<file path="src/rtl/cla_pkg.sv">
// Shared widths and types for the 32-bit carry-lookahead adder.
package cla_pkg;

  localparam int CLA_WIDTH   = 32;
  localparam int CLA_GROUP   = 4;
  localparam int CLA_NGROUPS = CLA_WIDTH / CLA_GROUP;

  typedef logic [CLA_WIDTH-1:0]   cla_word_t;
  typedef logic [CLA_NGROUPS-1:0] cla_gvec_t;

endpackage

</file>
<file path="src/rtl/cla_group4.sv">
// 4-bit lookahead group: local sums from the group carry-in, plus the group
// generate/propagate terms consumed by the second-level lookahead.
module cla_group4 (
  input  logic [3:0] a,
  input  logic [3:0] b,
  input  logic       cin,
  output logic [3:0] s,
  output logic       grp_g,
  output logic       grp_p
);

  logic [3:0] g;
  logic [3:0] p;
  logic [3:0] c;

  // Bit generate/propagate, flattened carries inside the group, and group G/P.
  always_comb begin
    g = a & b;
    p = a ^ b;
    c[0] = cin;
    c[1] = g[0] | (p[0] & cin);
    c[2] = g[1] | (p[1] & g[0]) | (p[1] & p[0] & cin);
    c[3] = g[2] | (p[2] & g[1]) | (p[2] & p[1] & g[0]) | (p[2] & p[1] & p[0] & cin);
    s     = p ^ c;
    grp_g = g[3] | (p[3] & g[2]) | (p[3] & p[2] & g[1]) | (p[3] & p[2] & p[1] & g[0]);
    grp_p = &p;
  end

endmodule

</file>
<file path="src/rtl/cla_adder32.sv">
// Registered 32-bit two-level carry-lookahead adder.
// {carry_o, sum_o} = a_i + b_i + carry_i, one cycle after the inputs are sampled.
// Optional feature: define CLA_OVERFLOW_EN to add the registered signed
// overflow output overflow_o (c[31] ^ c[32]).
module cla_adder32
  import cla_pkg::*;
(
  input  logic      clk_i,
  input  logic      areset_i,
  input  cla_word_t a_i,
  input  cla_word_t b_i,
  input  logic      carry_i,
  output cla_word_t sum_o,
  output logic      carry_o
`ifdef CLA_OVERFLOW_EN
  ,
  output logic      overflow_o
`endif
);

  cla_gvec_t                gg;   // group generate
  cla_gvec_t                gp;   // group propagate
  logic [CLA_NGROUPS:0]     cg;   // cg[k] = carry into bit 4k; cg[8] = carry out
  cla_word_t                sum_d;
  cla_word_t                sum_q;
  logic                     carry_d;
  logic                     carry_q;

  // Eight 4-bit groups, each fed by its lookahead carry.
  for (genvar k = 0; k < CLA_NGROUPS; k++) begin : g_grp
    cla_group4 u_grp (
      .a     (a_i[k*CLA_GROUP +: CLA_GROUP]),
      .b     (b_i[k*CLA_GROUP +: CLA_GROUP]),
      .cin   (cg[k]),
      .s     (sum_d[k*CLA_GROUP +: CLA_GROUP]),
      .grp_g (gg[k]),
      .grp_p (gp[k])
    );
  end

  // Second-level lookahead: every group carry is a flat sum of products of
  // group G/P and carry_i, so no carry ripples from group to group.
  always_comb begin
    cg[0] = carry_i;
    cg[1] = gg[0] | (gp[0] & carry_i);
    cg[2] = gg[1] | (gp[1] & gg[0]) | ((&gp[1:0]) & carry_i);
    cg[3] = gg[2] | (gp[2] & gg[1]) | ((&gp[2:1]) & gg[0]) | ((&gp[2:0]) & carry_i);
    cg[4] = gg[3] | (gp[3] & gg[2]) | ((&gp[3:2]) & gg[1]) | ((&gp[3:1]) & gg[0])
          | ((&gp[3:0]) & carry_i);
    cg[5] = gg[4] | (gp[4] & gg[3]) | ((&gp[4:3]) & gg[2]) | ((&gp[4:2]) & gg[1])
          | ((&gp[4:1]) & gg[0]) | ((&gp[4:0]) & carry_i);
    cg[6] = gg[5] | (gp[5] & gg[4]) | ((&gp[5:4]) & gg[3]) | ((&gp[5:3]) & gg[2])
          | ((&gp[5:2]) & gg[1]) | ((&gp[5:1]) & gg[0]) | ((&gp[5:0]) & carry_i);
    cg[7] = gg[6] | (gp[6] & gg[5]) | ((&gp[6:5]) & gg[4]) | ((&gp[6:4]) & gg[3])
          | ((&gp[6:3]) & gg[2]) | ((&gp[6:2]) & gg[1]) | ((&gp[6:1]) & gg[0])
          | ((&gp[6:0]) & carry_i);
    cg[8] = gg[7] | (gp[7] & gg[6]) | ((&gp[7:6]) & gg[5]) | ((&gp[7:5]) & gg[4])
          | ((&gp[7:4]) & gg[3]) | ((&gp[7:3]) & gg[2]) | ((&gp[7:2]) & gg[1])
          | ((&gp[7:1]) & gg[0]) | ((&gp[7:0]) & carry_i);
    carry_d = cg[8];
  end

  // Output register; reset clears it immediately and drops any in-flight result.
  always_ff @(posedge clk_i or posedge areset_i) begin
    if (areset_i) begin
      sum_q   <= '0;
      carry_q <= 1'b0;
    end else begin
      sum_q   <= sum_d;
      carry_q <= carry_d;
    end
  end

  assign sum_o   = sum_q;
  assign carry_o = carry_q;

`ifdef CLA_OVERFLOW_EN
  logic c31;
  logic overflow_d;
  logic overflow_q;

  // Carry into bit 31 rebuilt from the top group's carry-in; overflow is the
  // disagreement between the carries into and out of the sign bit.
  always_comb begin
    c31 = (a_i[30] & b_i[30])
        | ((a_i[30] ^ b_i[30]) & a_i[29] & b_i[29])
        | ((a_i[30] ^ b_i[30]) & (a_i[29] ^ b_i[29]) & a_i[28] & b_i[28])
        | ((a_i[30] ^ b_i[30]) & (a_i[29] ^ b_i[29]) & (a_i[28] ^ b_i[28]) & cg[7]);
    overflow_d = c31 ^ cg[8];
  end

  // Overflow registered alongside the sum so both share the same latency.
  always_ff @(posedge clk_i or posedge areset_i) begin
    if (areset_i) overflow_q <= 1'b0;
    else          overflow_q <= overflow_d;
  end

  assign overflow_o = overflow_q;
`endif

endmodule

</file>
<file path="config.mk">
export PLATFORM = sky130hd
export DESIGN_NAME = cla_adder32
export DESIGN_NICKNAME = d
export VERILOG_FILES = /design/src/rtl/cla_pkg.sv /design/src/rtl/cla_group4.sv /design/src/rtl/cla_adder32.sv
export SDC_FILE = /design/constraint.sdc
export NUM_CORES = 1
export LEC_CHECK = 0
export CORE_ASPECT_RATIO = 0.8
export CORE_UTILIZATION = 30
export DETAILED_ROUTE_END_ITERATION = 10
export GPL_ROUTABILITY_DRIVEN = 0
export REMOVE_ABC_BUFFERS = 1
export SLEW_MARGIN = 40
export SYNTH_ARGS = -nofsm -noshare
export SYNTH_HDL_FRONTEND = slang
export SYNTH_SLANG_ARGS = --single-unit
</file>
<file path="constraint.sdc">
create_clock -name clk_i -period 1.29 [get_ports clk_i]
set_input_delay 0.258 -clock clk_i [delete_from_list [all_inputs] [get_ports clk_i]]
set_output_delay 0.258 -clock clk_i [all_outputs]
set_load 0.03 [all_outputs]
</file>
==> metrics.md <==
| Metric | Value |
|---|---|
| Run status | `finished, violations left` |
| Failing checks | `DRC, setup timing` |
| Number of vias in the routed layout | `2290` |
| Area of the placeable core | `about 0.007 mm2` |
| Achievable clock frequency | `between 400 and 500 MHz` |
| Largest net degree at the start of global routing | `34` |
| Total routing resource utilization after global routing | `between 15 and 20%` |
| Starting DRC count in detailed routing | `42` |
| Count of inserted antenna diode cells | `0` |
| Final Routed Wirelength | `6.94 mm` |
| Peak supply drop | `between 0.0003 and 0.0004 V` |
| Max-slew violation count | `0` |
| Max-slew headroom | `approximately four fifths` |
| Floorplan die height | `just under 80 um` |
| Post-Route Utilization | `64.3%` |
| Worst slew pin tran | `0.313 ns` |
| DRC violation count after routing | `6` |
| Number of buffers added on ports | `between 90 and 100` |
| Share of the yosys chip area belonging to registers | `a little under two fifths` |
| Final Hold Fails | `0` |
| Filler Cells Inserted | `~570` |
| Count of synthesis-stage warnings from yosys | `0` |
| Highest-count cells in the layout ignoring fill and taps | `buf_4, dfrtp_1, buf_6, dlygate4sd2_1, ha_4` |
| Mean cell area of the mapped netlist | `11.2 um2` |
| Clock tree from TritonCTS | `yes` |
| Period minus WS final | `roughly 2.2 ns` |
| Total overflow reported by the global router | `0` |
| Initial DRT Pass Iterations | `9` |
| Number of flip-flops and latches in the synthesized netlist | `33` |
| Startpoint of the worst hold path | `b_i[4]` |
| Maximum capacitance violations | `0` |
| Crit start category | `input pin` |
| Number of antenna violations at the first check in global routing | `0` |
| Overall die area | `a little under 0.008 mm2` |
| Required @ worst endpoint | `between 1 and 1.5 ns` |
| Cell with the largest stage delay on the worst path | `fa_2` |
| Combined area of the multi-input logic cells | `about 0.0018 mm2` |
| Critical-path cell list | `buf_6 > ha_4 > nand4_1 > or3_4 > a211o_1 > a31oi_4 > a21boi_2 > o21ai_2 > fa_2` |
| Total number of clock tree sinks | `33` |
| Number of distinct library cells after synthesis | `39` |
| Netlist Area Pre-Place | `between 0.002 and 0.0025 mm2` |
| Ratio of total power to cell area | `963 mW/mm2` |
| Clock root buffer | `clkbuf_8` |
| Num CTS Buffers | `5` |
| Fraction of layout instances using a drive strength above 1 | `roughly 52%` |
| Summed negative setup slack over all endpoints | `-20.31 ns` |
| Num rows | `27` |
| Post-synthesis cell count | `200` |
| Part of the cycle the worst path needs | `174%` |
| Unrepaired setup endpoints after global routing | `true` |
| Hold Buf Count CTS | `0` |
| Endpoint of the worst hold-timing path | `sum_o[4]$_DFF_PP0_` |
| Design Power | `around 0.0043 W` |
| Crit Path Max Fanout | `3` |
| Final setup violation count | `29` |
| Vias in the first global route | `between 2000 and 2500` |
| Detailed placer's ending HPWL | `roughly 4.8 mm` |
| Clk pin slew, worst setup/hold paths | `approximately 0.07 ns` |
| Instance area after placement | `a little under 0.004 mm2` |
| Most common library cell in the layout ignoring fill and taps | `buf_4` |
| Average via count per standard cell | `4.68` |
| Final Instance Area | `between 0.004 and 0.005 mm2` |
| Wire length of the first global-routing pass | `roughly 11 mm` |
| Area growth from synthesis to layout | `103%` |
| Starting Density | `31.7%` |
| Sequential cell area in the final layout | `slightly above 800 um2` |
| Arrival time worst endpoint | `between 2 and 2.5 ns` |
| Crit path setup slack, layout | `-0.953 ns` |
| Hold Crit Depth | `2` |
| Tightest Hold Check Type | `in -> reg` |
| Number of buffers on the longest clock path | `2` |
| Leakage | `between 2 and 2.5 nW` |
| Avg WL per Cell | `14.2 um` |
| Remaining number of nets flagged by the antenna check after routing | `0` |
| Number of nets in the final layout | `approximately 510` |
| H-tree level count | `2` |
| Critical path endpoint category | `flop` |
| Number of I/O pins | `100` |
| Die width | `about 98 um` |
| Stage delay of the slowest cell on the critical path | `between 0.4 and 0.5 ns` |
| Type of the setup path with the least slack | `in -> reg` |
-- area by class of cell --
| type | instances | area share, % |
|---|---|---|
| Tap cell | 87 | 2.41 |
| Clock inverter | 2 | 0.221 |
| Inverter | 15 | 1.25 |
| Clock buffer | 6 | 1.61 |
| Sequential cell | 33 | 18.3 |
| Multi-Input combinational cell | 152 | 39.6 |
| Timing Repair Buffer | 194 | 36.7 |
-- state kept, by name, indices dropped and copies added (netlist names) --
name     count
sum_o       32
carry_o      1
-- critical path: cells and delay by family --
family	cells	cell delay, ns
AO/OA/AOI/OAI	4	0.82
AND/OR/NAND/NOR	2	0.51
buffers and inverters	1	0.10
adder cells (fa/ha/maj)	2	0.71
-- Yosys cell counts --
library cell  count  share of area, %
nand2b_1          1              0.28
o21a_1            2              0.67
a211oi_2          1              0.56
o31a_1            1              0.39
a31oi_4           1              0.95
nor2b_1           2              0.56
a2111oi_0         1              0.39
and3_1            2              0.56
ha_1             32                18
nor2_1            4              0.67
nor3_1            3              0.67
inv_1            15               2.5
or2_2             1              0.28
a22oi_1           1              0.34
nand3b_1          1              0.34
a21oi_1          17               3.8
a211o_1           2              0.79
nand2_1           6               1.0
a2bb2oi_2         1              0.67
or3_1             3              0.84
nand3_1           4              0.90
a221oi_1          1              0.39
a41oi_1           1              0.39
dfrtp_1          33                37
o21ai_0           3              0.67
xor2_1           11               4.3
o31ai_2           1              0.56
a21boi_2          1              0.50
a21o_1           12               4.0
xnor2_1          11               4.3
o21ai_2           1              0.39
a211oi_1          1              0.34
o21ai_1           1              0.22
o311ai_1          1              0.39
o21bai_1          4               1.3
o211ai_1          3               1.0
nand4_1           5               1.4
fa_1              8               7.2
nor3b_1           1              0.34
-- kinds of logic after synthesis --
| group | after synthesis | share of synthesized area, % |
|---|---|---|
| flip-flops | 33 | 37.0 |
| XOR/XNOR | 22 | 8.64 |
| adder cells (fa/ha/maj) | 40 | 25.1 |
| AO/OA/AOI/OAI | 57 | 18.8 |
| buffers and inverters | 15 | 2.52 |
| AND/OR/NAND/NOR | 33 | 7.85 |
-- through the flow --
| stage | hold WS [ns] | instances | setup WS (ns) |
|---|---|---|---|
| after CTS | 0.241 | 482 | -0.905 |
| after floorplan | 0.387 | 200 | -1.07 |
| after global routing | 0.287 | 489 | -1.02 |
| final | 0.298 | 489 | -0.953 |
| after global placement | 0.628 | 456 | -1.59 |
| after detailed placement | 0.636 | 456 | -1.64 |
-- how the worst max path moves through the flow --
stage	from	slack [ns]	cells after the start	to
finish	b_i[5]	-0.95	9	sum_o[28]$_DFF_PP0_
detailed placement	b_i[4]	-1.64	10	sum_o[28]$_DFF_PP0_
global placement	b_i[4]	-1.59	10	sum_o[28]$_DFF_PP0_
global route	a_i[5]	-1.02	9	sum_o[28]$_DFF_PP0_
CTS	a_i[7]	-0.90	9	sum_o[28]$_DFF_PP0_
floorplan	a_i[5]	-1.07	8	sum_o[28]$_DFF_PP0_
-- power by group --
group / total, W / internal, W / switching, W
combinational: 0.00228 / 0.00111 / 0.00117
clock: 0.000754 / 0.000374 / 0.000380
sequential: 0.00131 / 0.00125 / 0.0000610
-- layer usage --
layer / wire length [um] / vias to the layer above / global-route usage [%]
met5: 0 / - / 0
met2: 3470 / 69 / 32.7
li1: - / 1122 / -
met4: 70 / 0 / 4.93
met3: 394 / 7 / 3.96
met1: 3010 / 1092 / 22.8
-- timing repair --
item	in CTS	in global routing
pin swaps	68	20
gates resized for setup	247	33
gates cloned	0	0
setup endpoints to repair	57	46
setup buffers	19	9
Note: power is estimated with default switching activity, not from simulation.
